**config.mk**
```make
export PLATFORM = sky130hd
export DESIGN_NAME = umich_mult_seq_op
export DESIGN_NICKNAME = d
export VERILOG_FILES = /design/src/rtl/umich_mult_seq_op.sv
export SDC_FILE = /design/constraint.sdc
export NUM_CORES = 1
export LEC_CHECK = 0
export BUFFER_PORTS_ARGS = -buffer_cell sky130_fd_sc_hd__buf_2
export CAP_MARGIN = 20
export CORE_MARGIN = 1
export CORE_UTILIZATION = 40
export CTS_BUF_LIST = sky130_fd_sc_hd__clkbuf_4 sky130_fd_sc_hd__clkbuf_8 sky130_fd_sc_hd__clkbuf_16
export CTS_CLUSTER_DIAMETER = 40
export DETAILED_ROUTE_END_ITERATION = 10
export SLEW_MARGIN = 20
export SYNTH_ARGS = -nofsm -noshare
export SYNTH_HDL_FRONTEND = slang
export SYNTH_SLANG_ARGS = --single-unit
```
**constraint.sdc**
```tcl
create_clock -name clocked_on -period 5.51 [get_ports clocked_on]
set_input_delay 1.102 -clock clocked_on [delete_from_list [all_inputs] [get_ports clocked_on]]
set_output_delay 1.102 -clock clocked_on [all_outputs]
set_load 0.02 [all_outputs]
```
**src/rtl/umich_mult_seq_op.sv**
```systemverilog
// Iterative radix-2 shift-add multiplier producing the full 2*WIDTH-bit product.
// Latency: WIDTH+1 cycles from accept to out_valid; issue interval WIDTH+2 cycles.
// Backpressure: DONE holds Z/out_valid while out_ready=0; in_ready=0 until IDLE.
//
// Ports:
//   clocked_on          rising-edge clock
//   clear_n             asynchronous active-low reset
//   A, B [WIDTH]        multiplicand / multiplier, sampled on accept
//   tc                  1 = two's-complement operands (only with UMICH_MULT_SEQ_TC_EN)
//   in_valid/in_ready   operand handshake
//   Z [2*WIDTH]         product, changes only on the edge entering DONE
//   out_valid/out_ready result handshake
//
// Build option: define UMICH_MULT_SEQ_TC_EN to compile in signed support;
// without it tc is ignored and every operation is unsigned.

module umich_mult_seq_op #(
   parameter int WIDTH = 64
) (
   input  logic                 clocked_on,
   input  logic                 clear_n,
   input  logic [WIDTH-1:0]     A,
   input  logic [WIDTH-1:0]     B,
   input  logic                 tc,
   input  logic                 in_valid,
   output logic                 in_ready,
   output logic [2*WIDTH-1:0]   Z,
   output logic                 out_valid,
   input  logic                 out_ready
);

   localparam int CW = $clog2(WIDTH + 1);

   typedef enum logic [1:0] {
      IDLE = 2'd0,
      BUSY = 2'd1,
      DONE = 2'd2
   } state_t;

   state_t               r_state;
   logic [2*WIDTH-1:0]   r_mcand;
   logic [WIDTH-1:0]     r_mplier;
   logic [2*WIDTH-1:0]   r_acc;
   logic [CW-1:0]        r_cnt;
   logic [2*WIDTH-1:0]   r_z;
   logic                 r_in_ready;
   logic                 r_out_valid;

   logic [WIDTH-1:0]     w_mag_a;
   logic [WIDTH-1:0]     w_mag_b;
   logic [2*WIDTH-1:0]   w_acc_sum;
   logic [2*WIDTH-1:0]   w_z_next;
   logic                 w_accept;

   assign w_accept  = (r_state == IDLE) & in_valid;
   assign w_acc_sum = r_acc + (r_mplier[0] ? r_mcand : {(2*WIDTH){1'b0}});

`ifdef UMICH_MULT_SEQ_TC_EN
   logic r_neg;

   // Magnitudes stay WIDTH bits unsigned: -2^(W-1) negates to 2^(W-1) exactly.
   assign w_mag_a  = (tc & A[WIDTH-1]) ? (~A + 1'b1) : A;
   assign w_mag_b  = (tc & B[WIDTH-1]) ? (~B + 1'b1) : B;
   assign w_z_next = r_neg ? (~w_acc_sum + 1'b1) : w_acc_sum;

   always_ff @(posedge clocked_on or negedge clear_n) begin
      if (!clear_n) begin
         r_neg <= 1'b0;
      end else if (w_accept) begin
         r_neg <= tc & (A[WIDTH-1] ^ B[WIDTH-1]);
      end
   end
`else
   // tc is kept on the port for drop-in compatibility but has no effect here.
   logic w_unused_tc;
   assign w_unused_tc = tc;
   assign w_mag_a     = A;
   assign w_mag_b     = B;
   assign w_z_next    = w_acc_sum;
`endif

   always_ff @(posedge clocked_on or negedge clear_n) begin
      if (!clear_n) begin
         r_state     <= IDLE;
         r_mcand     <= '0;
         r_mplier    <= '0;
         r_acc       <= '0;
         r_cnt       <= '0;
         r_z         <= '0;
         r_in_ready  <= 1'b1;
         r_out_valid <= 1'b0;
      end else begin
         case (r_state)
            IDLE: begin
               if (in_valid) begin
                  r_mcand    <= {{WIDTH{1'b0}}, w_mag_a};
                  r_mplier   <= w_mag_b;
                  r_acc      <= '0;
                  r_cnt      <= CW'(WIDTH);
                  r_state    <= BUSY;
                  r_in_ready <= 1'b0;
               end
            end
            BUSY: begin
               r_acc    <= w_acc_sum;
               r_mcand  <= r_mcand << 1;
               r_mplier <= r_mplier >> 1;
               r_cnt    <= r_cnt - 1'b1;
               // Last iteration: the sum from this step is the final magnitude.
               if (r_cnt == CW'(1)) begin
                  r_z         <= w_z_next;
                  r_state     <= DONE;
                  r_out_valid <= 1'b1;
               end
            end
            DONE: begin
               if (out_ready) begin
                  r_state     <= IDLE;
                  r_out_valid <= 1'b0;
                  r_in_ready  <= 1'b1;
               end
            end
            default: begin
               r_state     <= IDLE;
               r_out_valid <= 1'b0;
               r_in_ready  <= 1'b1;
            end
         endcase
      end
   end

   assign in_ready  = r_in_ready;
   assign out_valid = r_out_valid;
   assign Z         = r_z;

endmodule

```
**After elaboration in Yosys (flattened, before gate mapping)**

Cells that the tools add are included.
Widths: inputs -> output; s select.

- Add/sub/neg operators: 2
- Multiplexer cells: 19
- Equality and inequality tests: 6
- Bitwise gates (word level): 2
- Reduce and logical (&&, ||, !) cells: 7

Operators with widths:

| operator | count |
|---|---|
| $pmux 128 s2 | 2 |
| $mux 128 | 3 |
| $add 128x128->128 | 1 |
| $pmux 64 s2 | 1 |
| $mux 64 | 1 |
| $pmux 7 s2 | 1 |
| $reduce_and 3->1 | 3 |
| $eq 7x1->1 const B | 1 |
| $mux 7 | 1 |
| $sub 7x1->7 const B | 1 |
| $mux 2 | 3 |
| $ne 2x2->1 const B | 3 |
| $pmux 1 s3 | 2 |
| $pmux 2 s3 | 1 |
| $mux 1 | 4 |
| $reduce_and 2->1 | 2 |
| $eq 2x1->1 const B | 1 |
| $eq 2x2->1 const B | 1 |
| $logic_not 2->1 | 1 |
| $not 1->1 | 2 |
| $reduce_bool 2->1 | 1 |

- Flip-flop bits (word level): 459
- Bits of input ports: 133
- Word-level logic and storage cells: 44
- Output and inout bits: 130

**Longest topological paths before layout**

Gate-level depths: netlist of the first run.

- Depth in word-level cells: 3
- Depth in mapped cells: 16
- Gate-level depth less buffers: 15

**Worst setup path before layout of the first run**

OpenSTA, ideal clock, no wires.

- Kind: flip-flop to flip-flop
- From: reg r_mplier[0]
- To: reg r_z[112] (netlist: Z[112])
- Path buffers: 2
- Library setup time: 125 ps
- Arrival: 3791 ps
- Setup slack: 1594 ps
- Cell stages (with the launch flop): 16
- Data required time: 5385 ps
- Clock period less this slack: 3916 ps
- Cell sequence: dfrtp_1 clkbuf_1 clkbuf_1 nand2_1 fa_1 and2b_1 o211ai_2 a31oi_4 a2111oi_2 o41a_1 o21a_1 o21a_1 o31a_1 o31ai_4 xor2_1 mux2_2

- Cells in the longest elaborated chain, start to end: 2

RTL lines:

| item | line | RTL |
|---|---|---|
| from (decl) | 42 | `logic [WIDTH-1:0] r_mplier;` |
| from (signal assigned) | 97 | `r_mplier <= w_mag_b;` |
| from (signal assigned) | 107 | `r_mplier <= r_mplier >> 1;` |
| $mux 128 | 56 | `assign w_acc_sum = r_acc + (r_mplier[0] ? r_mcand : {(2*WIDTH){1'b0}});` |
| $add 128x128->128 | 56 |  |
| to (signal assigned) | 111 | `r_z <= w_z_next;` |
| to (decl) | 45 | `logic [2*WIDTH-1:0] r_z;` |

Every way passes these cells.
A chain may end at the register's enable or synchronous reset.

**Worst setup path after layout of the first run**

- From: reg r_mplier[0]
- To: reg r_z[114] (netlist: Z[114])

The elaborated chain is that of the path after synthesis.

==> impl_metrics.tcl, run 1 <==
set metrics [dict create \
    routed_via_density 5.60 \
    maxCapViolCount 0 \
    clockRootBuffer "clkbuf_16" \
    cpMaxStageDelayCell "a32oi_1" \
    worstRegToRegCells 14 \
    total_power_mw 16.4 \
    cts_sinks 459 \
    min_to "Z[100]$_DFFE_PN0P_" \
    timing.rr.end "Z[114]$_DFFE_PN0P_" \
    power.density_nw_per_um2 494 \
    ys_async_sr_fraction_pct 100 \
    min_period_ps 4710 \
    clk_pin_slew_ps 50 \
    synth-edff-count 0 \
    worst_pin_slew_ps 1080 \
    peakVddDrop_v 0.000261 \
    synth_area_um2 28200 \
    drt-total-wl_um 83800 \
    port_buffers 261 \
    report.final.setup_viol 0 \
    slew_viol_final 0 \
    ys_ff_latch 459 \
    crit_buf_inv 1 \
    cts_hold_buf 0 \
    die-area_um2 71700 \
    crit_top_cell "and3_1" \
    die_h_um 268 \
    setup-tns-final_ps 0 \
    status "complete, no violations" \
    cp_slowest_stage_delay_ps 490 \
    start_util_pct 40.4 \
    drt_iter0_drc 1758 \
    rsz0062_at_grt "no" \
    nets 3619 \
    gr-total-overflow 0 \
    final_common_cell "nand2_1" \
    cts_resized 0 \
    post_cts_buffers 0 \
    holdPathStages 2 \
    power.internal_mw 9.96 \
    crit_fanout 38 \
    path_delay_family "compound AO/OA/AOI/OAI gates" \
    grt_max_degree 139 \
    dr.pass1.iters 5 \
    via_count 24429 \
    fillers 6841 \
    r2r_slack_ps 800 \
    ant_nets 0 \
    fmax_ghz 0.212 \
    yosys.cell_types.count 86 \
    track_usage_pct 23.3 \
    switching_share_pct 39.1 \
    htree_num_levels 3 \
    min_from "Z[100]$_DFFE_PN0P_" \
    hold_ws_ps 457 \
    synth_top_flop_cell "dfrtp_1" \
    wire_per_inst_um 19.2 \
    cp.required_ps 6010 \
    syn_avg_cell_area_um2 8.78 \
    ys_seq_area_share_pct 40.7 \
    p_clk_share_pct 32.6 \
    p_switching_mw 6.40 \
    grt_antenna_before_repair 1 \
    synth_nets 3479 \
    crit-reg2reg-launch "r_mplier[0]$_DFFE_PN0P_" \
    die_w_um 268 \
    endpoint_kind "register" \
    worstPathArrival_ps 5210 \
    slew_headroom_pct 27.9 \
    final.setup_skew_ps 25.4 \
    synth_cells 3216 \
    seq_power_share_pct 32.0 \
    cp-start-kind "register" \
    layout_common_cells "nand2_1, dfrtp_1, a21oi_1" \
    combPwrFrac_pct 35.5 \
    cts_buffer_depth 3 \
    area_growth_pct 17.3 \
    min_period_over_period_pct 85.5 \
    std_cell_rows 97 \
    cts-buffers-inserted 85 \
    insertion_delay_ps 630 \
    drcViolationCount 0 \
    hold_viol_final 0 \
    gp_congestion 0.946 \
    yosys_warnings 0 \
    hpwl_um 59500 \
    core_region_area_um2 69900 \
    tritoncts "built" \
    grt_pass1_vias 23712 \
    crit_chain "buf_4 -> and2_1 -> ha_1 -> and3_1 -> and3_1 -> and2_0 -> a221o_1 -> a32oi_1 -> a211oi_1 -> nor2_1 -> o2111a_1 -> o31ai_1 -> xor2_1 -> mux2_2" \
    holdCritPathClass "register to register" \
    crit_type "register to register" \
    p_leak_nw 16.4 \
    layout-drive-gt1-share_pct 15.2 \
    grt_pass1_wl_um 134000 \
    io_pins 263 \
]
==> how the worst max path moves through the flow <==
stage                              end  cells after the start               startpoint  slack [ps]
global placement    Z[114]$_DFFE_PN0P_                     14  r_mplier[0]$_DFFE_PN0P_         950
floorplan           Z[112]$_DFFE_PN0P_                     15  r_mplier[0]$_DFFE_PN0P_        1590
global route         Z[93]$_DFFE_PN0P_                     14  r_mplier[0]$_DFFE_PN0P_         650
finish              Z[114]$_DFFE_PN0P_                     14  r_mplier[0]$_DFFE_PN0P_         800
CTS                 Z[114]$_DFFE_PN0P_                     15  r_mplier[0]$_DFFE_PN0P_         880
detailed placement  Z[114]$_DFFE_PN0P_                     14  r_mplier[0]$_DFFE_PN0P_         890
==> tightest hold or removal path, stage by stage, from the launching register on <==
cell and delay [ps]:
dfrtp_1 330, nand2_1 50, nand2_1 40
==> synthesized netlist by cell type (10+ instances only) <==
library cell  count  area share, %
nor2_1          110            1.5
a22o_1          177            5.5
clkbuf_1        221            2.9
and2_1          138            3.1
nand2_1         537            7.1
o21a_1           19           0.50
xor2_1           47            1.5
o21ai_1          11           0.19
or3_1            13           0.29
and3b_1         129            4.0
a21o_1           88            2.3
xnor2_1          72            2.2
a31oi_1          14           0.31
a21oi_1         322            5.7
buf_2            12           0.21
inv_1            43           0.57
ha_1            129            5.7
mux2_2           30            1.2
nor3_1           31           0.55
nand4_1          85            1.9
dfrtp_1         458             41
o31ai_1          12           0.32
nand3_1          27           0.48
o21ai_0         262            4.6
a21boi_0         10           0.27
o21bai_1         42            1.1
==> sequential cells by signal, summed over array words and instances (netlist names) <==
name,flops
out_valid,1
r_state,2
r_acc,128
r_mplier,64
r_mcand,128
Z,128
r_cnt,7
in_ready,1
==> kinds of logic (layout without fill, tap and decap cells) <==
kind of cell	Yosys count	after routing	synth area share, %
compound gates	1050	1050	24.0
xor+xnor	119	119	3.69
fa+ha+maj	130	130	5.79
buf+inv	285	494	3.92
flops	459	459	40.7
mux	32	32	1.27
other cells	0	1	0
simple gates	1141	1141	20.7
==> metal layers <==
layer | track usage (%) | part of all wire (%) | vias to the layer above
met3 | 3.74 | 5.0 | 126
li1 | - | - | 11838
met5 | 0 | 0.0096 | -
met1 | 33.6 | 48 | 11860
met4 | 7.04 | 2.5 | 2
met2 | 35.6 | 44 | 603
==> area by class of cell <==
cell class                      instances  area (µm²)  area share, %
Antenna cell                            1        2.50        0.00756
Clock buffer                          102        2340           7.06
Clock inverter                         54         602           1.82
Inverter                               44         165          0.499
Multi-Input combinational cell       2472       15700           47.4
Sequential cell                       459       11500           34.7
Tap cell                              940        1180           3.55
Timing Repair Buffer                  294        1650           4.99
==> through the flow <==
step           cells  setup WS (ps)  area (µm²)  utilization (%)
6_report        4366            801       33100             47.4
5_1_grt         4365            645       33100             47.4
3_3_place_gp    4209            949       30200             43.2
4_1_cts         4365            880       33100             47.4
2_1_floorplan   3216           1590       28200                -
3_5_place_dp    4209            892       30200             43.2
==> power groups by stage <==
stage               Clock, mW  Combinational (mW)  Sequential (mW)
global route             5.59                6.42             5.36
finish                   5.33                5.80             5.23
detailed placement          0                5.81             5.25
global placement            0                5.72             5.25
CTS                      5.43                5.82             5.23
floorplan                   0                4.04             5.23
No activity file was read; power rests on OpenSTA's default activity.
==> run 2: changes to the inputs <==
--- a/config.mk
+++ b/config.mk
@@ -12,6 +12,7 @@
 export CTS_BUF_LIST = sky130_fd_sc_hd__clkbuf_4 sky130_fd_sc_hd__clkbuf_8 sky130_fd_sc_hd__clkbuf_16
 export CTS_CLUSTER_DIAMETER = 40
 export DETAILED_ROUTE_END_ITERATION = 10
+export REMOVE_ABC_BUFFERS = 1
 export SLEW_MARGIN = 20
 export SYNTH_ARGS = -nofsm -noshare
 export SYNTH_HDL_FRONTEND = slang
==> run 2 against run 1 <==
  * Final area is essentially flat
  * Maximum frequency shrank 4.6%
  * Largest cell class unchanged
  * Flip-flop and latch count is the same
  * Register-to-register slack worse by 230 ps
  * Routed wire length is essentially flat
  * Via count shrank 0.23%
  * Non-clock buffer count is 10 lower
  * Count of clock-buffer cells in the layout shrank 6
==> impl_metrics.tcl, run 2 (same netlist as run 1, synthesis figures left out) <==
set metrics [dict create \
    slew_headroom_pct 22.3 \
    grt_pass1_wl_um 133000 \
    grt_max_degree 186 \
    final.setup_skew_ps 42.3 \
    hold_ws_ps 459 \
    std_cell_rows 97 \
    gr-total-overflow 0 \
    report.final.setup_viol 0 \
    cpMaxStageDelayCell "a211oi_1" \
    crit-reg2reg-launch "r_mplier[0]$_DFFE_PN0P_" \
    ant_nets 0 \
    endpoint_kind "register" \
    switching_share_pct 38.2 \
    final_common_cell "nand2_1" \
    clk_pin_slew_ps 60 \
    core_region_area_um2 69900 \
    die_h_um 268 \
    maxCapViolCount 0 \
    total_power_mw 16.5 \
    cp_slowest_stage_delay_ps 700 \
    rsz0062_at_grt "no" \
    gp_congestion 0.957 \
    power.density_nw_per_um2 498 \
    cp.required_ps 6020 \
    postLayoutSetupSlackWorst_ps 572 \
    tritoncts "built" \
    min_period_ps 4940 \
    crit_type "register to register" \
    min_to "Z[100]$_DFFE_PN0P_" \
    cp-start-kind "register" \
    clockRootBuffer "clkbuf_16" \
    final-seq-area_um2 11500 \
    multi_input_area_um2 15700 \
    final_util_pct 47.4 \
    worstPathArrival_ps 5440 \
    seq_power_share_pct 31.5 \
    cts_hold_buf 0 \
    die_w_um 268 \
    post_cts_buffers 0 \
    drt-total-wl_um 83700 \
    port_buffers 261 \
    nets 3607 \
    layout_common_cells "nand2_1, dfrtp_1, a21oi_1" \
    crit_fanout 22 \
    track_usage_pct 23.2 \
    worst_pin_slew_ps 1160 \
    min_from "Z[100]$_DFFE_PN0P_" \
    hpwl_um 58700 \
    via_count 24373 \
    drcViolationCount 0 \
    dp_slack_ps 710 \
    start_util_pct 40.4 \
    routed_via_density 5.60 \
    cts_sinks 459 \
    hold_viol_final 0 \
    r2r_slack_ps 570 \
    drt_iter0_drc 1776 \
    placedCellCount 4199 \
    layout-drive-gt1-share_pct 14.9 \
    p_switching_mw 6.29 \
    cts-buffers-inserted 83 \
    slew_viol_final 0 \
    combPwrFrac_pct 34.9 \
    holdPathStages 2 \
    worstRegToRegCells 15 \
    p_clk_share_pct 33.6 \
    cts_buffer_depth 3 \
    power.internal_mw 10.2 \
    fillers 6893 \
    dr.pass1.iters 7 \
    finalNonFillerCells 4353 \
    cts_resized 0 \
    holdCritPathClass "register to register" \
    peakVddDrop_v 0.000314 \
    htree_num_levels 3 \
    timing.rr.end "Z[114]$_DFFE_PN0P_" \
    grt_pass1_vias 23832 \
    fmax_ghz 0.202 \
    min_period_over_period_pct 89.6 \
    area_growth_pct 17.3 \
    crit_chain "and2_1 -> ha_1 -> inv_1 -> fa_1 -> and2b_1 -> o211ai_2 -> a31oi_4 -> a221o_1 -> a32oi_1 -> a211oi_1 -> nor2_1 -> o2111a_1 -> o31ai_1 -> xor2_1 -> mux2_2" \
    p_leak_nw 16.4 \
    die-area_um2 71700 \
    status "complete, no violations" \
    n_antenna_cell 0 \
    insertion_delay_ps 640 \
    io_pins 263 \
    wire_per_inst_um 19.2 \
    grt_antenna_before_repair 3 \
]
==> run 2: changes by cell type in the layout (fill, tap and decap cells not counted), moves of 2 or more <==
cell | before | now
buf_4 | 27 | 17
inv_6 | 11 | 13
clkbuf_8 | 5 | 1
bufinv_16 | 6 | 13
clkinv_8 | 3 | 1
clkinv_4 | 13 | 7
==> run 2: how the worst max path moves through the flow <==
stage	start	end	cells past startpoint
after floorplan	r_state[0]$_DFFE_PN0P_	Z[115]$_DFFE_PN0P_	5
after global placement	r_mplier[0]$_DFFE_PN0P_	Z[114]$_DFFE_PN0P_	15
after detailed placement	r_mplier[0]$_DFFE_PN0P_	Z[114]$_DFFE_PN0P_	15
after CTS	r_mplier[0]$_DFFE_PN0P_	Z[114]$_DFFE_PN0P_	15
after global routing	r_mplier[0]$_DFFE_PN0P_	Z[97]$_DFFE_PN0P_	13
final	r_mplier[0]$_DFFE_PN0P_	Z[114]$_DFFE_PN0P_	15
==> run 2: layout make-up <==
cell class	count	share of cell area [%]
clock inverters	58	2.38
well taps	940	3.55
multi-input cells	2472	47.3
flip-flops and latches	459	34.7
clock buffers	96	6.79
inverters	44	0.498
repair buffers	284	4.77
==> run 2: power by group through the flow <==
stage	clock network [mW]	registers (mW)	logic (mW)
finish	5.54	5.20	5.75
floorplan	0	5.38	3.86
CTS	5.65	5.20	5.79
global route	5.80	5.35	6.40
detailed placement	0	5.22	5.78
global placement	0	5.22	5.70
==> run 2: stage by stage <==
step                setup TNS [ps]  area [µm²]
finish                           0       33100
global route                     0       33100
CTS                              0       33100
detailed placement               0       30100
global placement                 0       30100
floorplan                 -4159010       27300
==> run 2: worst max-delay path: cells and delay by family (launching register included) <==
kind | cells | cell delay [ps]
AOI/OAI and AO/OA | 7 | 2410
xor gates and xnor gates | 1 | 140
adders and majority gates | 2 | 560
buffers and inverters | 1 | 50
DFF | 1 | 620
muxes | 1 | 280
and+or+nand+nor | 3 | 740
==> run 2: layer usage <==
layer / share of wire, % / track usage (%) / up-vias / wire [µm]
met2: 45 / 36.1 / 585 / 37600
met1: 47 / 32.5 / 11833 / 39300
met4: 2.7 / 7.75 / 6 / 2300
met5: 0.041 / 0 / - / 34
li1: - / - / 11823 / -
met3: 5.3 / 4.17 / 126 / 4470
==> run 3: changes to the inputs <==
==> constraint.sdc (replaced) <==
create_clock -name clocked_on -period 5.51 [get_ports clocked_on]
set_input_delay 0 -clock clocked_on [delete_from_list [all_inputs] [get_ports clocked_on]]
set_output_delay 0 -clock clocked_on [all_outputs]
set_load 0.02 [all_outputs]
==> run 3 against run 2 <==
  * Total power fell by 0.12%
  * Clock power fell by 2%
  * Die area did not move
  * Combinational power rose by 2%
  * Sequential power barely moved
  * Routed wire length rose by 2.1%
  * Count of clock-buffer cells in the layout fell by 3
  * Flip-flop and latch count did not move
  * Utilization rose by 1.8 points
  * Global-route usage rose by 0.48 points
  * Highest routed layer is now met4
  * Largest power group unchanged
  * Critical path depth did not move
  * Non-clock buffer count rose by 131
  * Largest cell class unchanged
==> impl_metrics.tcl, run 3 (same netlist as run 1, synthesis figures left out) <==
set metrics [dict create \
    slew_headroom_pct 31.8 \
    port_buffers 261 \
    rsz0062_at_grt "no" \
    die_h_um 268 \
    insertion_delay_ps 640 \
    slew_viol_final 0 \
    min_period_ps 4850 \
    hpwl_um 59000 \
    cpMaxStageDelayCell "a211oi_1" \
    gr-total-overflow 0 \
    grt_pass1_wl_um 137000 \
    start_util_pct 40.4 \
    crit_fanout 25 \
    layout_common_cells "nand2_1, dfrtp_1, a21oi_1" \
    p_clk_share_pct 32.9 \
    routed_via_density 5.56 \
    seq_power_share_pct 31.5 \
    maxCapViolCount 0 \
    grt_antenna_before_repair 4 \
    endpoint_kind "register" \
    via_count 24958 \
    place_area_um2 30100 \
    htree_num_levels 3 \
    track_usage_pct 23.7 \
    clk_pin_slew_ps 50 \
    power.internal_mw 10.1 \
    dr.pass1.iters 9 \
    drt_iter0_drc 1662 \
    hold_viol_final 0 \
    area_growth_pct 21.8 \
    switching_share_pct 38.9 \
    worstPathArrival_ps 5360 \
    holdCritPathClass "input pin to asynchronous set/reset pin" \
    cp_slowest_stage_delay_ps 670 \
    peakVddDrop_v 0.000282 \
    cts_buffer_depth 3 \
    gp_congestion 0.939 \
    layout-drive-gt1-share_pct 14.4 \
    nets 3738 \
    clockRootBuffer "clkbuf_16" \
    min_period_over_period_pct 88.0 \
    drcViolationCount 0 \
    std_cell_rows 97 \
    cp-start-kind "register" \
    setup-tns-final_ps 0 \
    cts_resized 0 \
    p_leak_nw 17.0 \
    drt-total-wl_um 85500 \
    status "complete, no violations" \
    ant_nets 0 \
    cp.required_ps 6030 \
    report.final.setup_viol 0 \
    grt_max_degree 213 \
    grt_pass1_vias 24616 \
    crit_chain "and2_1 -> ha_1 -> inv_1 -> fa_1 -> and2b_1 -> o211ai_2 -> a31oi_4 -> a221o_1 -> a32oi_1 -> a211oi_1 -> nor2_1 -> o2111a_1 -> o31ai_1 -> xor2_1 -> mux2_2" \
    finalInstanceArea_um2 34400 \
    die-area_um2 71700 \
    die_w_um 268 \
    final.setup_skew_ps 31.6 \
    tritoncts "built" \
    cts_sinks 459 \
    wire_per_inst_um 19.0 \
    worst_pin_slew_ps 1020 \
    fmax_ghz 0.206 \
    final_common_cell "nand2_1" \
    power.density_nw_per_um2 479 \
    core_region_area_um2 69900 \
    combPwrFrac_pct 35.7 \
    cts-buffers-inserted 83 \
    io_pins 263 \
    p_switching_mw 6.40 \
    crit_type "register to register" \
]
-- run 3: cell types whose count changed in the layout (fill, tap and decap cells not counted), sizes merged --
cell | before | now
clkinv | 17 | 18
dlygate4sd3 | 0 | 130
inv | 63 | 70
bufinv | 13 | 9
diode | 0 | 3
buf | 284 | 285
clkbuf | 96 | 93
-- run 3: area by class of cell --
| class | instances | area [µm²] |
|---|---|---|
| well taps | 940 | 1180 |
| clock buffers | 93 | 2210 |
| clock inverters | 62 | 766 |
| inverters | 44 | 165 |
| multi-input cells | 2472 | 15700 |
| diodes | 3 | 7.51 |
| repair buffers | 415 | 2890 |
| fillers | 6781 | 35500 |
| flip-flops and latches | 459 | 11500 |
-- run 3: final timing paths --
check                                              from  slack, ps                        to  cells past startpoint
min in group clocked_on                        in_valid        100  r_mplier[35]$_DFFE_PN0P_                      4
worst min register to register       Z[100]$_DFFE_PN0P_        460        Z[100]$_DFFE_PN0P_                      2
worst max register to register  r_mplier[0]$_DFFE_PN0P_        660        Z[114]$_DFFE_PN0P_                     15
max in group asynchronous                       clear_n       4080  r_mplier[27]$_DFFE_PN0P_                      3
worst min-delay path                            clear_n          7         Z[78]$_DFFE_PN0P_                      2
worst max-delay path            r_mplier[0]$_DFFE_PN0P_        660        Z[114]$_DFFE_PN0P_                     15
-- run 3: per-layer routing --
layer	GRT usage (%)	vias up	part of all wire, %
li1	-	12088	-
met1	33.3	12119	47
met2	36.9	612	45
met3	4.00	139	5.1
met4	8.06	0	2.7
met5	0	-	0
-- run 3: critical path: cells and delay by family, from the launching register on --
family / cells / cell delay (ps)
xor gates and xnor gates: 1 / 140
adders and majority gates: 2 / 550
DFF: 1 / 610
muxes: 1 / 280
AOI/OAI and AO/OA: 7 / 2360
buffers and inverters: 1 / 50
and+or+nand+nor: 3 / 730
-- run 3: per-stage QoR --
| step | setup WS, ps | utilization, % | hold slack, ps | power [mW] | instances |
|---|---|---|---|---|---|
| finish | 662 | 49.2 | 6.80 | 16.5 | 4488 |
| global route | 433 | 49.2 | 77.7 | 17.5 | 4488 |
| CTS | 719 | 49.2 | 19.8 | 16.6 | 4485 |
| detailed placement | 733 | 43.1 | 108 | 11.0 | 4200 |
| global placement | 729 | 43.1 | 102 | 10.9 | 4200 |
| floorplan | -9720 | - | -296 | 9.24 | 2975 |
-- run 3: what timing repair did --
item / in CTS / in global routing
endpoints found under the setup margin: 0 / 0
hold buffers: 130 / 0
buffers inserted: 0 / 0
hold endpoints to repair: 219 / 0
-- run 3: power groups by stage --
stage | logic [mW] | clock network, mW | registers (mW)
floorplan | 3.86 | 0 | 5.38
global placement | 5.73 | 0 | 5.20
detailed placement | 5.80 | 0 | 5.21
CTS | 5.89 | 5.54 | 5.18
global route | 6.50 | 5.68 | 5.32
finish | 5.87 | 5.42 | 5.18
